File: src/rtl/fault_inject_pkg.sv
// rtl/fault_inject_pkg.sv - shared types and widths for the fault-injection campaign controller
package fault_inject_pkg;

    // Widths shared with the LFSR generator wrapper
    localparam int FI_IDX_W = 8;
    localparam int FI_CNT_W = 16;

    // Campaign controller states
    typedef enum logic [2:0] {
        ST_IDLE    = 3'd0,
        ST_ARMED   = 3'd1,
        ST_ISSUE   = 3'd2,
        ST_HOLDOFF = 3'd3,
        ST_DONE    = 3'd4
    } fi_state_e;

endpackage

File: src/rtl/fault_holdoff_timer.sv
// rtl/fault_holdoff_timer.sv - loadable down-counter timing the gap after each injection
module fault_holdoff_timer
    import fault_inject_pkg::*;
#(
    parameter int CNT_W = FI_CNT_W
) (
    input  logic             clk,
    input  logic             rst,
    input  logic             load,
    input  logic [CNT_W-1:0] load_value,
    input  logic             clear,
    output logic             expired
);

    logic [CNT_W-1:0] count;

    // Load on entry to holdoff, then count down to zero; clear wins over load
    always_ff @(posedge clk or negedge rst) begin
        if (!rst) begin
            count <= '0;
        end else if (clear) begin
            count <= '0;
        end else if (load) begin
            count <= load_value;
        end else if (count != '0) begin
            count <= count - {{(CNT_W-1){1'b0}}, 1'b1};
        end
    end

    // A count of one marks the final holdoff cycle
    always_comb begin
        expired = (count == {{(CNT_W-1){1'b0}}, 1'b1});
    end

endmodule

File: src/rtl/fault_inject_ctrl.sv
// rtl/fault_inject_ctrl.sv - turns generator faults into paced, counted injection requests
module fault_inject_ctrl
    import fault_inject_pkg::*;
#(
    parameter int IDX_W = FI_IDX_W,
    parameter int CNT_W = FI_CNT_W
) (
    input  logic             clk,
    input  logic             rst,
    input  logic             cfg_enable,
    input  logic [CNT_W-1:0] cfg_max_faults,
    input  logic [CNT_W-1:0] cfg_holdoff,
    input  logic [IDX_W-1:0] cfg_index_mask,
    input  logic             rnd_fault,
    input  logic [IDX_W-1:0] rnd_index,
    output logic             inj_valid,
    output logic [IDX_W-1:0] inj_index,
    input  logic             inj_ready,
    output logic [CNT_W-1:0] fault_count,
    output logic             busy,
    output logic             done
);

    fi_state_e        state;
    fi_state_e        state_nxt;

    logic [CNT_W-1:0] sh_max_faults;
    logic [CNT_W-1:0] sh_holdoff;
    logic [IDX_W-1:0] sh_index_mask;

    logic             accept;
    logic [CNT_W-1:0] count_inc;
    logic             limit_hit;
    logic             hold_expired;
    logic             hold_load;
    logic             hold_clear;

    // Saturating increment: an unlimited campaign parks at all-ones instead of wrapping
    always_comb begin
        accept    = (state == ST_ISSUE) && inj_ready;
        count_inc = (&fault_count) ? fault_count
                                   : fault_count + {{(CNT_W-1){1'b0}}, 1'b1};
        limit_hit = (sh_max_faults != '0) && (count_inc == sh_max_faults);
        hold_load = accept && (state_nxt == ST_HOLDOFF);
        hold_clear = (state == ST_IDLE);
    end

    fault_holdoff_timer #(
        .CNT_W(CNT_W)
    ) u_holdoff_timer (
        .clk       (clk),
        .rst       (rst),
        .load      (hold_load),
        .load_value(sh_holdoff),
        .clear     (hold_clear),
        .expired   (hold_expired)
    );

    // State register
    always_ff @(posedge clk or negedge rst) begin
        if (!rst) begin
            state <= ST_IDLE;
        end else begin
            state <= state_nxt;
        end
    end

    // Next-state: a pending request is never withdrawn, so disable is only honoured after accept
    always_comb begin
        state_nxt = state;
        case (state)
            ST_IDLE: begin
                if (cfg_enable) state_nxt = ST_ARMED;
            end
            ST_ARMED: begin
                if (!cfg_enable)    state_nxt = ST_IDLE;
                else if (rnd_fault) state_nxt = ST_ISSUE;
            end
            ST_ISSUE: begin
                if (inj_ready) begin
                    if (limit_hit)              state_nxt = ST_DONE;
                    else if (!cfg_enable)       state_nxt = ST_IDLE;
                    else if (sh_holdoff != '0)  state_nxt = ST_HOLDOFF;
                    else                        state_nxt = ST_ARMED;
                end
            end
            ST_HOLDOFF: begin
                if (!cfg_enable)       state_nxt = ST_IDLE;
                else if (hold_expired) state_nxt = ST_ARMED;
            end
            ST_DONE: begin
                if (!cfg_enable) state_nxt = ST_IDLE;
            end
            default: state_nxt = ST_IDLE;
        endcase
    end

    // Status outputs decode the registered state only, so no input reaches them combinationally
    always_comb begin
        inj_valid = (state == ST_ISSUE);
        busy      = (state == ST_ARMED) || (state == ST_ISSUE) || (state == ST_HOLDOFF);
        done      = (state == ST_DONE);
    end

    // Shadow config at campaign start, capture the masked site, count accepted injections
    always_ff @(posedge clk or negedge rst) begin
        if (!rst) begin
            sh_max_faults <= '0;
            sh_holdoff    <= '0;
            sh_index_mask <= '0;
            inj_index     <= '0;
            fault_count   <= '0;
        end else begin
            if ((state == ST_IDLE) && (state_nxt == ST_ARMED)) begin
                sh_max_faults <= cfg_max_faults;
                sh_holdoff    <= cfg_holdoff;
                sh_index_mask <= cfg_index_mask;
                fault_count   <= '0;
            end
            if ((state == ST_ARMED) && (state_nxt == ST_ISSUE)) begin
                inj_index <= rnd_index & sh_index_mask;
            end
            if (accept) begin
                fault_count <= count_inc;
            end
        end
    end

endmodule

File: config.mk
export PLATFORM = sky130hd
export DESIGN_NAME = fault_inject_ctrl
export DESIGN_NICKNAME = d
export VERILOG_FILES = /design/src/rtl/fault_inject_pkg.sv /design/src/rtl/fault_holdoff_timer.sv /design/src/rtl/fault_inject_ctrl.sv
export SDC_FILE = /design/constraint.sdc
export NUM_CORES = 1
export LEC_CHECK = 0
export CAP_MARGIN = 40
export CORE_MARGIN = 4
export CORE_UTILIZATION = 55
export CTS_BUF_LIST = sky130_fd_sc_hd__clkbuf_2
export CTS_CLUSTER_SIZE = 28
export DETAILED_ROUTE_END_ITERATION = 12
export PLACE_DENSITY = 0.83
export SYNTH_ARGS = -nofsm -noshare
export SYNTH_HDL_FRONTEND = slang
export SYNTH_SLANG_ARGS = --single-unit
File: constraint.sdc
create_clock -name clk -period 3.89 [get_ports clk]
set_clock_uncertainty 0.05 [all_clocks]
set_input_delay 1.167 -clock clk [delete_from_list [all_inputs] [get_ports clk]]
set_output_delay 1.167 -clock clk [all_outputs]
set_load 0.05 [all_outputs]
==> results of run 1 <==
-- through the flow --
| step | area, um^2 | instances | hold WS (ns) | util (%) | power [W] |
|---|---|---|---|---|---|
| 3_3_place_gp | 5539 | 634 | 0.4255 | 67.41 | 0.002812 |
| 4_1_cts | 5727 | 650 | 0.4856 | 69.70 | 0.003491 |
| 6_report | 5737 | 650 | 0.4874 | 69.82 | 0.003483 |
| 3_5_place_dp | 5567 | 635 | 0.4397 | 67.75 | 0.002898 |
| 5_1_grt | 5737 | 650 | 0.4726 | 69.82 | 0.003707 |
| 2_1_floorplan | 4647 | 461 | 0.4140 | - | 0.002430 |
-- metal layers --
layer	part of all wire, %	vias up	global-route usage (%)
met3	5.9	14	4.656
li1	-	1853	-
met5	0	-	0
met4	1.2	0	7.038
met2	51	137	44.18
met1	42	1949	33.69
-- registers in the layout, summed over array words and instances (netlist names) --
| register | flops |
|---|---|
| inj_index | 8 |
| sh_max_faults | 16 |
| sh_index_mask | 8 |
| fault_count | 16 |
| u_holdoff_timer.count | 16 |
| state | 3 |
| sh_holdoff | 16 |
-- cell usage in the layout (no fill, tap or decap), types with 3 or more instances in the layout --
| master | count |
|---|---|
| xnor2_1 | 18 |
| or3_1 | 3 |
| xor2_1 | 5 |
| dfrtp_1 | 83 |
| a311oi_1 | 4 |
| clkbuf_2 | 9 |
| a211oi_1 | 5 |
| clkdlybuf4s50_1 | 77 |
| and2_1 | 4 |
| nor3_1 | 15 |
| nor2_1 | 38 |
| inv_1 | 19 |
| nor2b_1 | 6 |
| mux2i_1 | 3 |
| mux2_4 | 9 |
| and3_1 | 7 |
| nor4_1 | 16 |
| o21ai_0 | 35 |
| bufinv_16 | 3 |
| nand4_1 | 6 |
| and4_1 | 5 |
| buf_4 | 12 |
| nand4b_1 | 3 |
| mux2_2 | 43 |
| o41ai_1 | 5 |
| a21oi_1 | 15 |
| nor3b_1 | 3 |
| nand3_1 | 19 |
| nand2_1 | 26 |
| a31oi_1 | 4 |
-- layout make-up --
cell class	count	area, um^2
fill	663	2480
multi-input combinational	337	2396
sequential	83	2077
timing repair buffer	91	900.9
tap	105	131.4
clock inverter	6	115.1
inverter	19	71.32
clock buffer	9	45.04
-- power breakdown --
part | internal [W] | leakage (nW) | total, W | switching, W
Combinational | 0.000697 | 1.20 | 0.00146 | 0.000763
Clock | 0.000276 | 0.0882 | 0.000591 | 0.000316
Sequential | 0.00115 | 1.05 | 0.00143 | 0.000281
-- repair_timing --
item / 4_1_cts / 5_1_grt
buffers inserted: 0 / 0
gates resized for setup: 0 / 3
endpoints found under the setup margin: 0 / 15
hold buffers: 0 / 0
-- kinds of logic after synthesis --
logic type | Yosys count | share of synthesized area [%]
buffers and inverters | 41 | 4.039
muxes | 55 | 13.97
and+or+nand+nor | 168 | 19.76
xor gates and xnor gates | 23 | 4.335
DFF | 83 | 44.70
adders and majority gates | 3 | 0.8078
AOI/OAI and AO/OA | 88 | 12.39
-- final timing paths --
kind,endpoint,slack (ns),from,depth (start not counted)
worst min register to register,inj_index[4],0.49,sh_index_mask[4],2
max in group asynchronous,u_holdoff_timer.count[12],2.67,rst,2
min in group asynchronous,sh_max_faults[4],0.50,rst,1
worst max-delay path,u_holdoff_timer.count[12],0.28,fault_count[3],8
worst min-delay path,inj_index[4],0.49,sh_index_mask[4],2
worst max register to register,u_holdoff_timer.count[12],0.28,fault_count[3],8
-- synthesized netlist by cell type (all sizes together) (2+ instances only) --
cell / count
a2111oi: 4
nand4: 8
ha: 3
mux2: 52
mux2i: 3
dfrtp: 83
nor2: 38
nor4: 16
a31oi: 4
o21ai: 35
and4: 7
and3: 7
and2: 4
nand3: 21
or3: 3
a21oi: 15
xnor2: 18
nor2b: 6
xor2: 5
or4: 2
clkbuf: 14
a211oi: 5
inv: 19
nand4b: 3
o21a: 2
o31ai: 2
o41ai: 5
nor3b: 3
nand2: 28
a311oi: 4
buf: 8
nor3: 16
nand2b: 2
-- worst max-delay path: cells and delay by family (launching register included) --
kind | cells | cell delay [ns]
simple gates | 5 | 1.68
flops | 1 | 0.61
compound gates | 2 | 0.78
mux | 1 | 0.37
==> results.json, run 1 <==
{
  "status": "completed",
  "ys_async_sr_fraction_pct": 100.0,
  "setup_violations": 0,
  "tns_ns": 0,
  "report.final.slew_viol_count": 0,
  "drtPass1Iterations": 5,
  "synth.distinct_cells": 62,
  "leakagePower_nw": 2.331,
  "grt.total_usage_pct": 25.80,
  "core_area_um2": 8217,
  "drtAntennaViolNets": 0,
  "setup.worst_path.end_class": "register",
  "areaGrowthSynthToFinish_pct": 23.45,
  "clk_latency_ns": 0.52,
  "syn-num-nets": 517,
  "ir_drop_mv": 0.3556,
  "grt_max_degree": 52,
  "fp.dieW_um": 99.92,
  "hp-class": "reg -> reg",
  "setup_slack_ns": 0.2814,
  "wl_per_cell_um": 19.00,
  "cts_inserted_buffers": 9,
  "power_density_nw_per_um2": 607.1,
  "grt_pass1_wl_um": 20270,
  "synthFlopType": "dfrtp_1",
  "worstSetupStartpointType": "register",
  "arrival_ns": 3.98,
  "ys_top_cells_by_area": "dfrtp_1, mux2_2, o21ai_0",
  "std_cell_rows": 33,
  "cts_tree": "yes",
  "die_y_um": 99.92,
  "die_area_um2": 9984,
  "drive_above_1_share_pct": 17.43,
  "maxCapViolCount": 0,
  "nNetsFinal": 597,
  "tightest_slew_ns": 0.8507,
  "vias": 3953,
  "period_needed_ns": 3.609,
  "path_max_fanout": 14,
  "worstPathCellList": "nand3_2 > or4_1 > o31a_1 > or2_1 > a2111oi_2 > nand4_2 > nand2_4 > mux2_2",
  "path_clk_slew_ns": 0.24,
  "synth_area_um2": 4647,
  "ys_warn_count": 0,
  "antenna_cells": 0,
  "required_ns": 4.26,
  "max_slew_margin_pct": 42.76,
  "grt_antenna_before_repair": 0,
  "cts_buffer_depth": 2,
  "synth-seq-area-share_pct": 44.70,
  "gp_congestion": 0.9319,
  "grt-ovfl-total": 0,
  "drc_errors": 0,
  "cts_sinks": 83,
  "critPathKind": "reg -> reg",
  "io_buffers": 79,
  "synth_top_cell_by_area": "dfrtp_1",
  "cts_max_level": 3,
  "synthCells": 461,
  "hold_viol": 0,
  "vias_per_cell": 6.082,
  "avgSynthCellArea_um2": 10.08,
  "cts_root_buffer": "clkbuf_2",
  "place_hpwl_um": 9235,
  "synth-seq-cells": 83,
  "start_util_pct": 56.56,
  "io_pins": 80,
  "grt_setup_unrepaired": "no",
  "post-route-period-util_pct": 92.77,
  "fmax_mhz": 277.1,
  "grt_pass1_vias": 4019,
  "drt_iter0_drc": 212,
  "wl_um": 12350,
  "synth-edff-count": 0,
  "slowest_stage": "or4_1",
  "place_ws_ns": 0.1829,
  "yosysTopAreaCellShare_pct": 44.70,
  "max_stage_delay_ns": 0.67
}
Power figures use the tool's default switching activity.
==> run 2: changes to the inputs <==
Settings changed: TNS_END_PERCENT from default to 20.
==> results of run 2 <==
Same layout as run 1: the final DEF is identical, and so are final timing and power.
